--- config.mk ---
export PLATFORM = sky130hd
export DESIGN_NAME = scan_chain_controller_flat
export DESIGN_NICKNAME = d
export VERILOG_FILES = /design/src/rtl/scan_ctrl_pkg.sv /design/src/rtl/scan_chain_controller_if.sv /design/src/rtl/scan_phase_gen.sv /design/src/rtl/scan_chain_controller.sv /design/src/flat_wrapper.sv
export SDC_FILE = /design/constraint.sdc
export NUM_CORES = 1
export LEC_CHECK = 0
export BUFFER_PORTS_ARGS = -buffer_cell sky130_fd_sc_hd__buf_2
export CAP_MARGIN = 30
export CORE_MARGIN = 2
export CORE_UTILIZATION = 40
export DETAILED_ROUTE_END_ITERATION = 16
export PLACE_DENSITY = 0.7
export SYNTH_ARGS = -nofsm -noshare
export SYNTH_HDL_FRONTEND = slang
export SYNTH_SLANG_ARGS = --single-unit
--- constraint.sdc ---
create_clock -name clk_in -period 4.21 [get_ports clk_in]
set_input_delay 0.421 -clock clk_in [delete_from_list [all_inputs] [get_ports clk_in]]
set_output_delay 0.421 -clock clk_in [all_outputs]
set_load 0.05 [all_outputs]
--- src/rtl/scan_ctrl_pkg.sv ---
// Shared state encoding, IO width and frame-size helper for the scan chain controller.
package scan_ctrl_pkg;

  // Each scan wrapper carries this many input bits and this many output bits.
  localparam int IO_BITS = 8;

  // State codes kept as plain constants so older tooling can still decode them.
  localparam logic [2:0] ST_IDLE    = 3'd0;
  localparam logic [2:0] ST_CAPTURE = 3'd1;
  localparam logic [2:0] ST_SHIFT   = 3'd2;
  localparam logic [2:0] ST_LATCH   = 3'd3;
  localparam logic [2:0] ST_DONE    = 3'd4;

  typedef enum logic [2:0] {
    IDLE    = ST_IDLE,
    CAPTURE = ST_CAPTURE,
    SHIFT   = ST_SHIFT,
    LATCH   = ST_LATCH,
    DONE    = ST_DONE
  } state_e;

  // Number of scan bits in one frame for a chain of n wrappers.
  function automatic int frame_bits(input int n);
    return n * IO_BITS;
  endfunction

endpackage

--- src/rtl/scan_chain_controller_if.sv ---
// Request/response handshake between the host logic and the scan chain controller.
interface scan_chain_controller_if #(
  parameter int SEL_W = 2
) ();
  import scan_ctrl_pkg::*;

  logic               req_valid;
  logic               req_ready;
  logic [SEL_W-1:0]   req_sel;
  logic [IO_BITS-1:0] req_data;
  logic               rsp_valid;
  logic [IO_BITS-1:0] rsp_data;
  logic               rsp_err;

  // Host side: issues requests, consumes responses.
  modport master (
    output req_valid, req_sel, req_data,
    input  req_ready, rsp_valid, rsp_data, rsp_err
  );

  // Controller side.
  modport slave (
    input  req_valid, req_sel, req_data,
    output req_ready, rsp_valid, rsp_data, rsp_err
  );

endinterface

--- src/rtl/scan_phase_gen.sv ---
// Scan-clock phase timer: counts HALF_PERIOD cycles per half and flags the last
// cycle of the low and high halves. Held cleared whenever i_run is low so every
// active state starts at the beginning of a low half.
module scan_phase_gen #(
  parameter int HALF_PERIOD = 2
) (
  input  logic clk_in,
  input  logic rst_in,
  input  logic i_run,
  output logic o_low_last,
  output logic o_high_last,
  output logic o_half_next
);

  localparam int PW = (HALF_PERIOD > 1) ? $clog2(HALF_PERIOD) : 1;
  localparam logic [PW-1:0] PH_LAST = PW'(HALF_PERIOD - 1);

  logic [PW-1:0] r_phase;
  logic          r_half;
  logic          w_phase_last;

  assign w_phase_last = (r_phase == PH_LAST);
  assign o_low_last   = i_run && w_phase_last && !r_half;
  assign o_high_last  = i_run && w_phase_last && r_half;
  // Level the scan clock takes in the next cycle (0 = low half).
  assign o_half_next  = i_run && (r_half ^ w_phase_last);

  // Advance the phase counter, flipping the half at the end of each half period.
  always_ff @(posedge clk_in) begin
    if (rst_in || !i_run) begin
      r_phase <= '0;
      r_half  <= 1'b0;
    end else if (w_phase_last) begin
      r_phase <= '0;
      r_half  <= ~r_half;
    end else begin
      r_phase <= r_phase + PW'(1);
    end
  end

endmodule

--- src/rtl/scan_chain_controller.sv ---
// Scan chain controller: per request captures all wrapper outputs, shifts one
// full frame (target byte in, old outputs out) and latches the new inputs.
// Every scan_* output is a flop whose next value is decoded from the next
// state, so the chain sees clean edges aligned to clk_in.
module scan_chain_controller
  import scan_ctrl_pkg::*;
#(
  parameter int NUM_DESIGNS = 4,
  parameter int HALF_PERIOD = 2,
  // May be set wider than needed so out-of-range selects can be presented.
  parameter int SEL_W = (NUM_DESIGNS > 1) ? $clog2(NUM_DESIGNS) : 1
) (
  input  logic                    clk_in,
  input  logic                    rst_in,
  scan_chain_controller_if.slave  bus,
  output logic                    scan_clk_out,
  output logic                    scan_data_out,
  output logic                    scan_latch_out,
  output logic                    scan_select_out,
  input  logic                    scan_data_in
);

  localparam int L     = frame_bits(NUM_DESIGNS);
  localparam int BW    = $clog2(L + 1);
  localparam int FW    = $clog2(L);
  localparam int LSB_W = $clog2(IO_BITS);
  localparam logic [BW-1:0] LAST_BIT = BW'(L - 1);
  localparam logic [FW-1:0] LAST_POS = FW'(L - 1);

  state_e             r_state;
  state_e             w_state_next;
  logic [BW-1:0]      r_bit;
  logic [BW-1:0]      w_bit_next;
  logic [SEL_W-1:0]   r_sel;
  logic [IO_BITS-1:0] r_data;
  logic [IO_BITS-1:0] r_cap;
  logic [IO_BITS-1:0] r_rsp_data;
  logic               r_rsp_valid;
  logic               r_rsp_err;
  logic               r_scan_clk;
  logic               r_scan_data;
  logic               r_scan_latch;
  logic               r_scan_select;

  logic               w_run;
  logic               w_low_last;
  logic               w_high_last;
  logic               w_half_next;
  logic               w_accept;
  logic               w_req_err;
  logic [L-1:0]       w_frame;
  logic [L-1:0]       w_mask;
  logic [FW-1:0]      w_pos;
  logic [FW-1:0]      w_pos_next;

  assign w_run     = (r_state == CAPTURE) || (r_state == SHIFT) || (r_state == LATCH);
  assign w_accept  = (r_state == IDLE) && bus.req_valid;
  assign w_req_err = int'(bus.req_sel) >= NUM_DESIGNS;

  // Bit i of the shift carries chain position L-1-i (position = 8*design + bit).
  assign w_pos      = LAST_POS - r_bit[FW-1:0];
  assign w_pos_next = LAST_POS - w_bit_next[FW-1:0];

  // Frame image: target byte at its wrapper slot, zero elsewhere; mask marks the slot.
  for (genvar gi = 0; gi < NUM_DESIGNS; gi++) begin : g_frame
    assign w_frame[gi*IO_BITS +: IO_BITS] = (r_sel == SEL_W'(gi)) ? r_data : '0;
    assign w_mask[gi*IO_BITS +: IO_BITS]  = {IO_BITS{r_sel == SEL_W'(gi)}};
  end

  scan_phase_gen #(
    .HALF_PERIOD (HALF_PERIOD)
  ) u_phase (
    .clk_in      (clk_in),
    .rst_in      (rst_in),
    .i_run       (w_run),
    .o_low_last  (w_low_last),
    .o_high_last (w_high_last),
    .o_half_next (w_half_next)
  );

  assign bus.req_ready = (r_state == IDLE) && !rst_in;
  assign bus.rsp_valid = r_rsp_valid;
  assign bus.rsp_data  = r_rsp_data;
  assign bus.rsp_err   = r_rsp_err;

  assign scan_clk_out    = r_scan_clk;
  assign scan_data_out   = r_scan_data;
  assign scan_latch_out  = r_scan_latch;
  assign scan_select_out = r_scan_select;

  // Next-state and bit-counter decode; each active state ends on a high-half boundary.
  always_comb begin
    w_state_next = r_state;
    w_bit_next   = r_bit;
    unique case (r_state)
      IDLE: begin
        if (bus.req_valid) begin
          w_state_next = w_req_err ? DONE : CAPTURE;
          w_bit_next   = '0;
        end
      end
      CAPTURE: begin
        if (w_high_last) begin
          w_state_next = SHIFT;
          w_bit_next   = '0;
        end
      end
      SHIFT: begin
        if (w_high_last) begin
          if (r_bit == LAST_BIT) begin
            w_state_next = LATCH;
          end else begin
            w_bit_next = r_bit + BW'(1);
          end
        end
      end
      LATCH: begin
        if (w_high_last) begin
          w_state_next = DONE;
        end
      end
      DONE: begin
        w_state_next = IDLE;
      end
      default: begin
        w_state_next = IDLE;
      end
    endcase
  end

  // State and bit counter registers.
  always_ff @(posedge clk_in) begin
    if (rst_in) begin
      r_state <= IDLE;
      r_bit   <= '0;
    end else begin
      r_state <= w_state_next;
      r_bit   <= w_bit_next;
    end
  end

  // Hold the accepted request and collect the target's output bits as they leave the chain.
  always_ff @(posedge clk_in) begin
    if (rst_in) begin
      r_sel  <= '0;
      r_data <= '0;
      r_cap  <= '0;
    end else if (w_accept) begin
      r_sel  <= bus.req_sel;
      r_data <= bus.req_data;
      r_cap  <= '0;
    end else if ((r_state == SHIFT) && w_low_last && w_mask[w_pos]) begin
      r_cap[w_pos[LSB_W-1:0]] <= scan_data_in;
    end
  end

  // Response: one-cycle valid in DONE; data/err held until the next response.
  // The only way into DONE straight from IDLE is a rejected select.
  always_ff @(posedge clk_in) begin
    if (rst_in) begin
      r_rsp_valid <= 1'b0;
      r_rsp_data  <= '0;
      r_rsp_err   <= 1'b0;
    end else begin
      r_rsp_valid <= (w_state_next == DONE);
      if (w_state_next == DONE) begin
        r_rsp_err  <= w_accept;
        r_rsp_data <= w_accept ? '0 : r_cap;
      end
    end
  end

  // Scan pin flops, decoded from the state/half/bit the next cycle will have.
  always_ff @(posedge clk_in) begin
    if (rst_in) begin
      r_scan_clk    <= 1'b0;
      r_scan_data   <= 1'b0;
      r_scan_latch  <= 1'b0;
      r_scan_select <= 1'b0;
    end else begin
      r_scan_select <= (w_state_next == CAPTURE);
      r_scan_clk    <= w_half_next && ((w_state_next == CAPTURE) || (w_state_next == SHIFT));
      r_scan_latch  <= !w_half_next && (w_state_next == LATCH);
      r_scan_data   <= (w_state_next == SHIFT) && w_frame[w_pos_next];
    end
  end

endmodule

--- src/flat_wrapper.sv ---
// flat-port wrapper written by rule: the top's interface ports become plain ports
module scan_chain_controller_flat import scan_ctrl_pkg::*;
#(
  parameter int NUM_DESIGNS = 4,
  parameter int HALF_PERIOD = 2,
                                                                           
  parameter int SEL_W = (NUM_DESIGNS > 1) ? $clog2(NUM_DESIGNS) : 1
)
  (clk_in, rst_in, scan_clk_out, scan_data_out, scan_latch_out, scan_select_out, scan_data_in, bus_req_valid, bus_req_sel, bus_req_data, bus_req_ready, bus_rsp_valid, bus_rsp_data, bus_rsp_err);
  scan_chain_controller_if #(.SEL_W(SEL_W)) bus_i ();
  input  logic clk_in;
  input  logic rst_in;
  output logic scan_clk_out;
  output logic scan_data_out;
  output logic scan_latch_out;
  output logic scan_select_out;
  input  logic scan_data_in;
  input wire logic [$bits(bus_i.req_valid)-1:0] bus_req_valid;
  input wire logic [$bits(bus_i.req_sel)-1:0] bus_req_sel;
  input wire logic [$bits(bus_i.req_data)-1:0] bus_req_data;
  output wire logic [$bits(bus_i.req_ready)-1:0] bus_req_ready;
  output wire logic [$bits(bus_i.rsp_valid)-1:0] bus_rsp_valid;
  output wire logic [$bits(bus_i.rsp_data)-1:0] bus_rsp_data;
  output wire logic [$bits(bus_i.rsp_err)-1:0] bus_rsp_err;
  assign bus_i.req_valid = bus_req_valid;
  assign bus_i.req_sel = bus_req_sel;
  assign bus_i.req_data = bus_req_data;
  assign bus_req_ready = bus_i.req_ready;
  assign bus_rsp_valid = bus_i.rsp_valid;
  assign bus_rsp_data = bus_i.rsp_data;
  assign bus_rsp_err = bus_i.rsp_err;
  scan_chain_controller #(.NUM_DESIGNS(NUM_DESIGNS), .HALF_PERIOD(HALF_PERIOD), .SEL_W(SEL_W)) u_core (.clk_in(clk_in), .rst_in(rst_in), .bus(bus_i), .scan_clk_out(scan_clk_out), .scan_data_out(scan_data_out), .scan_latch_out(scan_latch_out), .scan_select_out(scan_select_out), .scan_data_in(scan_data_in));
endmodule
---- After elaboration in Yosys (flattened, before gate mapping) ----
Cells that the tools add are included.
operators by class
  bitwise logic cells ..................... 2
  $lt $le $gt $ge ......................... 4
  reductions and logical operators ........ 26
  divide/modulo/power cells ............... 0
  $add $sub $neg .......................... 4
  shift operators ......................... 0
  multipliers ............................. 0
  equality and inequality tests ........... 15
  multiplexer cells ....................... 23
operators with widths
  kind                                                         count
  two-way mux 8 bit                                            5
  two-way mux 6 bit                                            4
  one-hot mux 6 bit (3 select lines)                           1
  two-way mux 3 bit                                            5
  equality test 3 x 2 -> 1 bit (second input constant)         4
  logical AND 1 bit                                            12
  less-than comparator 5 x 6 -> 1 bit (second input constant)  2
  one-hot mux 3 bit (4 select lines)                           1
  binary-select mux 1 bit (select 5 bit)                       2
  subtractor 5 bit (first input constant)                      2
  bitwise mux 8 bit                                            1
  inequality test 2 bit (second input constant)                4
  adder 6 x 1 -> 6 bit (second input constant)                 1
  equality test 3 x 1 -> 1 bit (second input constant)         2
  equality test 6 x 5 -> 1 bit (second input constant)         1
  AND reduction 5 bit                                          1
  equality test 2 bit (second input constant)                  2
  zero test 1 bit                                              4
  logical OR 1 bit                                             4
  less-than comparator 3 x 4 -> 1 bit (second input constant)  1
  OR reduction 2 bit                                           2
  demux 1 bit (select 3 bit)                                   1
  equality test 3 bit (second input constant)                  1
  >= comparator 3 x 1 -> 1 bit (second input constant)         1
  other kinds (8)                                              10
word-level totals
  output and inout bits ................... 15
  word-level logic and storage cells ...... 89
  bits in latches ......................... 0
  ROM bits ................................ 0
  memories ................................ 0
  memory bits (writable) .................. 0
  register bits ........................... 43

---- Logic depth before layout (Yosys ltp) ----
Gate-level depths: netlist (run 1).
  depth in word-level cells ............... 11
  gate-level depth with buffers ........... 9
  gate-level depth less buffers ........... 7

---- Cells and area by module ----
From an unflattened synthesis (run 1), not the netlist that was laid out.
second synthesis, totals
  cells, all modules ...................... 225
  area, all modules ....................... 1946.9 um2
modules (own cells, without submodules)
  module                 area each (um2)  seq. area each (um2)  instances  cells an instance
  scan_chain_controller  1856.8           820.8                 1          215
  scan_phase_gen         90.1             40.0                  1          10

---- Least setup slack after synthesis (run 1) ----
No wires, ideal clock.
  kind .................................... register to output
  start point ............................. register u_core.r_state[1]
  end point ............................... output port bus_req_ready
  stages on the path, launching flop included .. 4
  data required time ...................... 3789 ps
  data arrival time ....................... 2182 ps
  slack ................................... 1607 ps
  path buffers ............................ 2
  cell sequence ........................... dfxtp_1 > buf_2 > buf_1 > nor4_1
between the ends
  cells in the longest elaborated chain, start to end .. 2
ends and longest elaborated chain
  element                 line                          source
  start, declared         scan_chain_controller.sv:30   state_e r_state;
  start signal, assigned  scan_chain_controller.sv:137  r_state <= w_state_next;
  zero test 3 bit         scan_chain_controller.sv:81   assign bus.req_ready = (r_state == IDLE) && !rst_in;
  logical AND 1 bit       scan_chain_controller.sv:81
  end, declared           flat_wrapper.sv:21            output wire logic [$bits(bus_i.req_ready)-1:0] bus_req_ready;
No other way between the ends.

---- Worst setup path in the final report (run 1) ----
  start point ............................. register u_core.r_bit[1]
  end point ............................... register u_core.r_scan_data, in the netlist u_core.scan_data_out
between the ends
  cells in the longest elaborated chain, start to end .. 8
  elaborated cells between the ends (all ways) .. 15
ends and longest elaborated chain
  element                                                               line                                                        source
  start, declared                                                       scan_chain_controller.sv:32                                 logic [BW-1:0] r_bit;
  start signal, assigned                                                scan_chain_controller.sv:138                                r_bit <= w_bit_next;
  adder 6 x 1 -> 6 bit or equality test 6 x 5 -> 1 bit (tied branches)  scan_chain_controller.sv:113, scan_chain_controller.sv:110
  two-way mux 6 bit                                                     scan_chain_controller.sv:110                                if (r_bit == LAST_BIT) begin
  two-way mux 6 bit                                                     scan_chain_controller.sv:109                                if (w_high_last) begin
  one-hot mux 6 bit (3 select lines)                                    scan_chain_controller.sv:95                                 unique case (r_state)
  subtractor 5 bit                                                      scan_chain_controller.sv:62                                 assign w_pos_next = LAST_POS - w_bit_next[FW-1:0];
  binary-select mux 1 bit (select 5 bit)                                scan_chain_controller.sv:184                                r_scan_data <= (w_state_next == SHIFT) && w_frame[w_pos_next];
  two-way mux 1 bit (implied by the code)                               scan_chain_controller.sv:184
  logical AND 1 bit *                                                   scan_chain_controller.sv:184
  end signal, assigned                                                  scan_chain_controller.sv:184
  end, declared                                                         scan_chain_controller.sv:41                                 logic r_scan_data;
Mark *: on every way between the ends. The rest lies on a longest branch, timed or not. The select of a mux whose other input is x is not followed.
A chain may end at the register's enable or synchronous reset.

==> results of run 1 <==
-- registers in the layout, indices dropped and copies added, names as in the netlist --
register,count
u_core.r_cap,8
u_core.scan_clk_out,1
u_core.r_data,8
u_core.bus.rsp_data,8
u_core.r_sel,2
u_core.scan_data_out,1
u_core.scan_select_out,1
u_core.r_bit,6
u_core.bus.rsp_valid,1
u_core.u_phase.r_half,1
u_core.r_state,3
u_core.bus.rsp_err,1
u_core.scan_latch_out,1
u_core.u_phase.r_phase,1
-- worst max path at each step --
stage	endpoint	cells after the start	start	slack, ns
2_1_floorplan	bus_req_ready	3	u_core.r_state[1]$_SDFF_PP0_	1.61
3_3_place_gp	u_core.scan_data_out$_SDFF_PP0_	7	u_core.r_bit[1]$_SDFF_PP0_	1.64
3_5_place_dp	u_core.scan_data_out$_SDFF_PP0_	7	u_core.r_bit[1]$_SDFF_PP0_	1.57
4_1_cts	u_core.scan_data_out$_SDFF_PP0_	7	u_core.r_bit[1]$_SDFF_PP0_	1.54
5_1_grt	u_core.scan_data_out$_SDFF_PP0_	6	u_core.r_state[1]$_SDFF_PP0_	1.24
6_report	u_core.scan_data_out$_SDFF_PP0_	7	u_core.r_bit[1]$_SDFF_PP0_	1.54
-- final cells by class --
type / count / area share [%]
clock inverters: 2 / 0.532
inverters: 2 / 0.319
flip-flops and latches: 43 / 36.6
repair buffers: 29 / 6.28
clock buffers: 6 / 3.09
multi-input cells: 190 / 49.5
well taps: 70 / 3.72
-- power by group through the flow --
stage | combinational, µW | clock [µW] | sequential (µW)
after floorplan | 44.8 | 0 | 431
after global placement | 57.2 | 0 | 433
after detailed placement | 58.3 | 0 | 434
after CTS | 58.5 | 265 | 424
after global routing | 65.5 | 279 | 426
final | 57.5 | 254 | 424
-- worst min-delay path: cells and delay by family --
family,cells,cell delay (ns)
compound gates,1,0.05
buf+inv,1,0.09
simple gates,1,0.05
-- layout by cell type, fill, tap and decap left out, drive strengths merged, types with 3 or more instances in the layout --
cell / n
a211oi: 3
o21ai: 5
nand2b: 5
and2: 3
nand2: 32
a21oi: 19
nand4: 5
dfxtp: 43
nand3: 8
nor4b: 4
buf: 29
nor3: 9
and3: 5
nor2b: 3
mux2i: 17
nor2: 30
clkbuf: 6
xnor2: 4
nor3b: 7
-- stage by stage --
stage	hold slack [ns]	setup slack (ns)
2_1_floorplan	0.431	1.61
3_3_place_gp	0.443	1.64
3_5_place_dp	0.445	1.57
4_1_cts	0.352	1.54
5_1_grt	0.366	1.24
6_report	0.358	1.54
-- cells by family (layout without fill, tap and decap cells) --
group / after synthesis / in the layout / share of synthesized area [%]
buffers and inverters: 22 / 39 / 5.07
AOI/OAI and AO/OA: 43 / 43 / 13.3
muxes: 17 / 17 / 8.02
and+or+nand+nor: 124 / 124 / 30.3
adders and majority gates: 1 / 1 / 0.590
xor gates and xnor gates: 5 / 5 / 2.06
DFF: 43 / 43 / 40.6
-- per-layer routing --
metal  up-vias  GRT usage [%]
li1        939              -
met1       799           20.7
met2        39           25.4
met3         5           2.47
met4         0           4.91
met5         -              0
==> results by group, run 1 <==
Synthesis
  • Synth unique cells: 52
  • Yosys warns: 0
  • Register area share after synthesis: 40.6%
  • Synth cell count leaders: 43 x dfxtp_1, 32 x nand2_1, 30 x nor2_1
  • Count leader, synth: dfxtp_1
  • Top cell type by total area after synthesis: dfxtp_1
  • Synth area leaders: dfxtp_1 41%, mux2i_1 8.0%, nand2_1 5.7%, nor2_1 5.3%, a21oi_1 4.5%
  • Synth top area share: 40.6%
  • Post-synth top flop: dfxtp_1
  • EDFF count, synth: 0
  • Asr flop ratio synth: 0%
  • Post-Syn Area: 0.00212 mm²
  • Net count after synthesis: 270
  • Mean Syn Cell Area: 8.32 µm²
  • Number of synthesized register bits: 43
  • Mapped Cells: 255

Floorplan
  • Full die area: 0.00590 mm²
  • Initial Util: 41.5%
  • I/O pin count: 29
  • Die Wd: 76.8 µm
  • Row cnt: 26
  • Core area: 0.00511 mm²
  • Die Ht: 76.8 µm

Setup path
  • Critical R2R Capture: u_core.scan_data_out$_SDFF_PP0_
  • Crit Path Category: reg2reg
  • Buf/Inv on CP: 0
  • CP max-delay cell: or4b_1
  • Max Fanout on Critical Path: 11
  • Top delay family on crit path: simple AND/OR/NAND/NOR gates
  • Reg2Reg Depth: 7
  • Worst setup EP type: register
  • Slowest stage delay, CP: 0.68 ns
  • R2R setup slack: 1.54 ns
  • Worst setup SP type: register
  • Worst path cell trace: ha_1, and3_1, a211oi_2, or4b_1, and3_1, nor4b_1, nor4b_1
  • WP data required: 4.38 ns
  • Worst EP arrival: 2.84 ns
  • R2r startpoint: u_core.r_bit[1]$_SDFF_PP0_

Clock tree
  • Latest clock arrival within the worst-skew pair: 0.29 ns
  • CTS Buffer Depth: 2
  • Hold_buf cts: 0
  • Post-CTS Setup Inserts: 0
  • CTS Buf Count: 5
  • Clock transition at the registers of the reported paths: 0.08 ns
  • Post-CTS sizing: 0
  • Clock sinks: 43
  • Root Driver: clkbuf_8
  • H-tree levels: 2
  • CTS tree: done

Detailed routing
  • Via Count: 1782
  • Iter 0 DRT Violations: 144
  • Wire length per cell: 12.2 µm
  • DRC: 0
  • Routed wl met2: 1880 µm
  • Met3 routed WL: 149 µm
  • Metal1 wirelength: 2090 µm
  • DR vias/cell: 5.21
  • Detailed Route WL: 4180 µm
  • 1st-pass router iterations: 4
  • DRT antenna net count: 0
  • Top routing layer in use: met4

Cells and area
  • Final Util: 46.1%
  • Fillers: 515
  • # diodes: 0
  • Layout cell share with drive strength beyond 1: 16.2%
  • Design area: 0.00235 mm²
  • Reg area: 861 µm²
  • Area Overhead vs Synth: 10.9%
  • Non-filler cells, final: 342
  • Footprint of the multi-input gates: 0.00116 mm²
  • Layout Nets: 286

Global route
  • Vias in the first global route: 1676
  • Largest net degree at the start of global routing: 33
  • Tot GR Track Use: 15.4%
  • Initial antenna violation count: 0
  • Grt ovf: 0
  • First-pass GRT wire length: 7630 µm

Timing
  • Clock Skews: 0.00777 ns
  • RSZ-0062 raised after global routing: false
  • Setup TNS: 0 ns
  • Worst slew pin tran: 0.970 ns
  • Rel. slew slack: 35.0%
  • Final Setup Violations: 0
  • Final Hold Fails: 0
  • Period utilisation layout: 63.5%
  • Max Transition Viols Final: 0
  • F_max: 0.374 GHz
  • Crit path time final: 2.67 ns

Hold path
  • Worst hold stages: 3
  • Worst Hold Class: in2reg
  • Min-delay src: bus_req_sel[0]
  • Hold worst-path end: u_core.r_sel[0]$_SDFFE_PP0P_

Place
  • Placed insts: 334
  • Placed Area: 0.00227 mm²
  • GPL Wtd Cong: 0.845
  • PortBufs: 28
  • Detailed placer's ending HPWL: 2920 µm

Pwr
  • Peak VDD IR: 0.191 mV
  • LEAKAGE: 0.000883 µW
  • Power share of the clock group: 34.6%
  • Power per cell area: 313 mW/mm²
  • Internal Dissipation: 553 µW
  • Reg power frac: 57.6%
  • Pwr Total: 736 µW
  • NetSw: 183 µW
  • Combinational share of power: 7.8%
  • Switching portion of total power: 24.8%

Job
  • Max_cap viols: 0

Run status
  • Outcome: finished, final reports clean
(Power assumes the default switching activity.)
==> run 2, diff against run 1 <==
Settings changed: PLACE_DENSITY 0.7 to 0.72.
Clock period 4.21 ns to 2.3 ns, I/O delays scaled along.
==> results by group, run 2 (synthesized netlist as in run 1, its figures left out) <==
Run status
  • Outcome: finished, final reports clean

Detailed routing
  • DRT antenna net count: 0
  • Detailed Route WL: 4590 µm
  • DR vias/cell: 5.22
  • Wire length per cell: 12.8 µm
  • DRC: 0
  • Iter 0 DRT Violations: 84
  • 1st-pass router iterations: 4
  • Via Count: 1868

Cells and area
  • Reg area: 862 µm²
  • Area Overhead vs Synth: 20.6%
  • Fillers: 507
  • # diodes: 0
  • Layout cell share with drive strength beyond 1: 25.3%
  • Commonest non-fill, non-tap cell in the layout: dfxtp_1
  • Layout Nets: 302
  • Commonest cells after routing, fill and taps aside: 42 x dfxtp_1, 31 x nand2_1, 30 x nor2_1
  • Footprint of the multi-input gates: 0.00123 mm²
  • Design area: 0.00256 mm²

Pwr
  • Power per cell area: 533 mW/mm²
  • LEAKAGE: 0.000984 µW
  • Peak VDD IR: 0.361 mV

Setup path
  • Crit Path Category: reg2reg
  • Worst setup EP type: register
  • Worst setup SP type: register
  • WP data required: 2.50 ns
  • Max Fanout on Critical Path: 7
  • Worst EP arrival: 2.37 ns
  • Reg2Reg Depth: 8

Hold path
  • Worst Hold Class: in2reg
  • Worst hold stages: 3

Floorplan
  • Core area: 0.00511 mm²
  • Full die area: 0.00590 mm²
  • Die Ht: 76.8 µm
  • Initial Util: 41.5%
  • Row cnt: 26
  • I/O pin count: 29
  • Die Wd: 76.8 µm

Clock tree
  • CTS tree: done
  • CTS Buffer Depth: 2
  • Root Driver: clkbuf_8
  • Clock sinks: 43
  • H-tree levels: 2
  • Latest clock arrival within the worst-skew pair: 0.30 ns
  • Clock transition at the registers of the reported paths: 0.08 ns
  • CTS Buf Count: 5
  • Hold_buf cts: 0

Place
  • Detailed placer's ending HPWL: 3230 µm
  • GPL Wtd Cong: 0.938
  • Placed Area: 0.00240 mm²
  • PortBufs: 28

Timing
  • Final Hold Fails: 0
  • Rel. slew slack: 71.8%
  • Clock Skews: 0.00529 ns
  • Final Setup Violations: 0
  • Crit path time final: 2.18 ns
  • Max Transition Viols Final: 0
  • Setup TNS: 0 ns
  • Worst slew pin tran: 0.417 ns
  • F_max: 0.460 GHz
  • Period utilisation layout: 94.6%

Global route
  • Tot GR Track Use: 16.1%
  • Grt ovf: 0
  • Largest net degree at the start of global routing: 23
  • Initial antenna violation count: 0
  • First-pass GRT wire length: 7780 µm
  • Vias in the first global route: 1723

Job
  • Max_cap viols: 0
## run 2: cell type report
class | count | area share (%)
inverter | 2 | 0.294
clock inverter | 2 | 0.489
clock buffer | 6 | 2.84
multi-input combinational | 190 | 48.1
tap | 70 | 3.42
sequential | 43 | 33.7
timing repair buffer | 45 | 11.1
## run 2: path summary, 6_finish.rpt
path                                 start                               to  slack, ns
max             u_core.r_bit[1]$_SDFF_PP0_  u_core.scan_data_out$_SDFF_PP0_       0.12
max reg2reg     u_core.r_bit[1]$_SDFF_PP0_  u_core.scan_data_out$_SDFF_PP0_       0.12
min                        bus_req_data[4]    u_core.r_data[4]$_SDFFE_PP0P_       0.17
min reg2reg  u_core.r_data[4]$_SDFFE_PP0P_    u_core.r_data[4]$_SDFFE_PP0P_       0.46
## run 2: worst max-delay path: stages, from the launching register on
cell and delay, ns:
dfxtp_1 0.34, ha_2 0.20, and3_4 0.22, buf_6 0.13, a311oi_2 0.11, o32ai_2 0.32
mux2i_1 0.30, o311ai_1 0.14, nor4b_1 0.32
## run 2: power breakdown
| group | switching [µW] | internal [µW] | leakage (µW) |
|---|---|---|---|
| logic | 74.2 | 50.6 | 0.000593 |
| registers | 11.4 | 759 | 0.000349 |
| clock network | 257 | 212 | 0.0000412 |
## run 2: metrics by stage
stage / hold slack (ns) / cells / power, µW / utilization [%] / setup WS (ns)
5_1_grt: 0.161 / 358 / 1440 / 50.1 / -0.0247
4_1_cts: 0.154 / 357 / 1380 / 48.6 / 0.0557
2_1_floorplan: 0.366 / 255 / 871 / - / 0.0742
6_report: 0.166 / 358 / 1360 / 50.1 / 0.124
3_5_place_dp: 0.445 / 349 / 911 / 47.0 / 0.0748
3_3_place_gp: 0.444 / 349 / 910 / 47.0 / 0.137
## run 2: routing by layer
metal  vias to the layer above  global-route usage, %  part of all wire (%)
met1                       861                   20.3                    46
met4                         0                   8.55                   2.3
met2                        41                   25.6                    47
met3                         9                   3.53                   4.5
li1                        957                      -                     -
met5                         -                      0                     0
## run 2: repair_timing
item | in CTS | in global routing
setup buffers | 0 | 1
gates resized for setup | 0 | 17
setup endpoints to repair | 0 | 1
hold endpoints to repair | 0 | 0
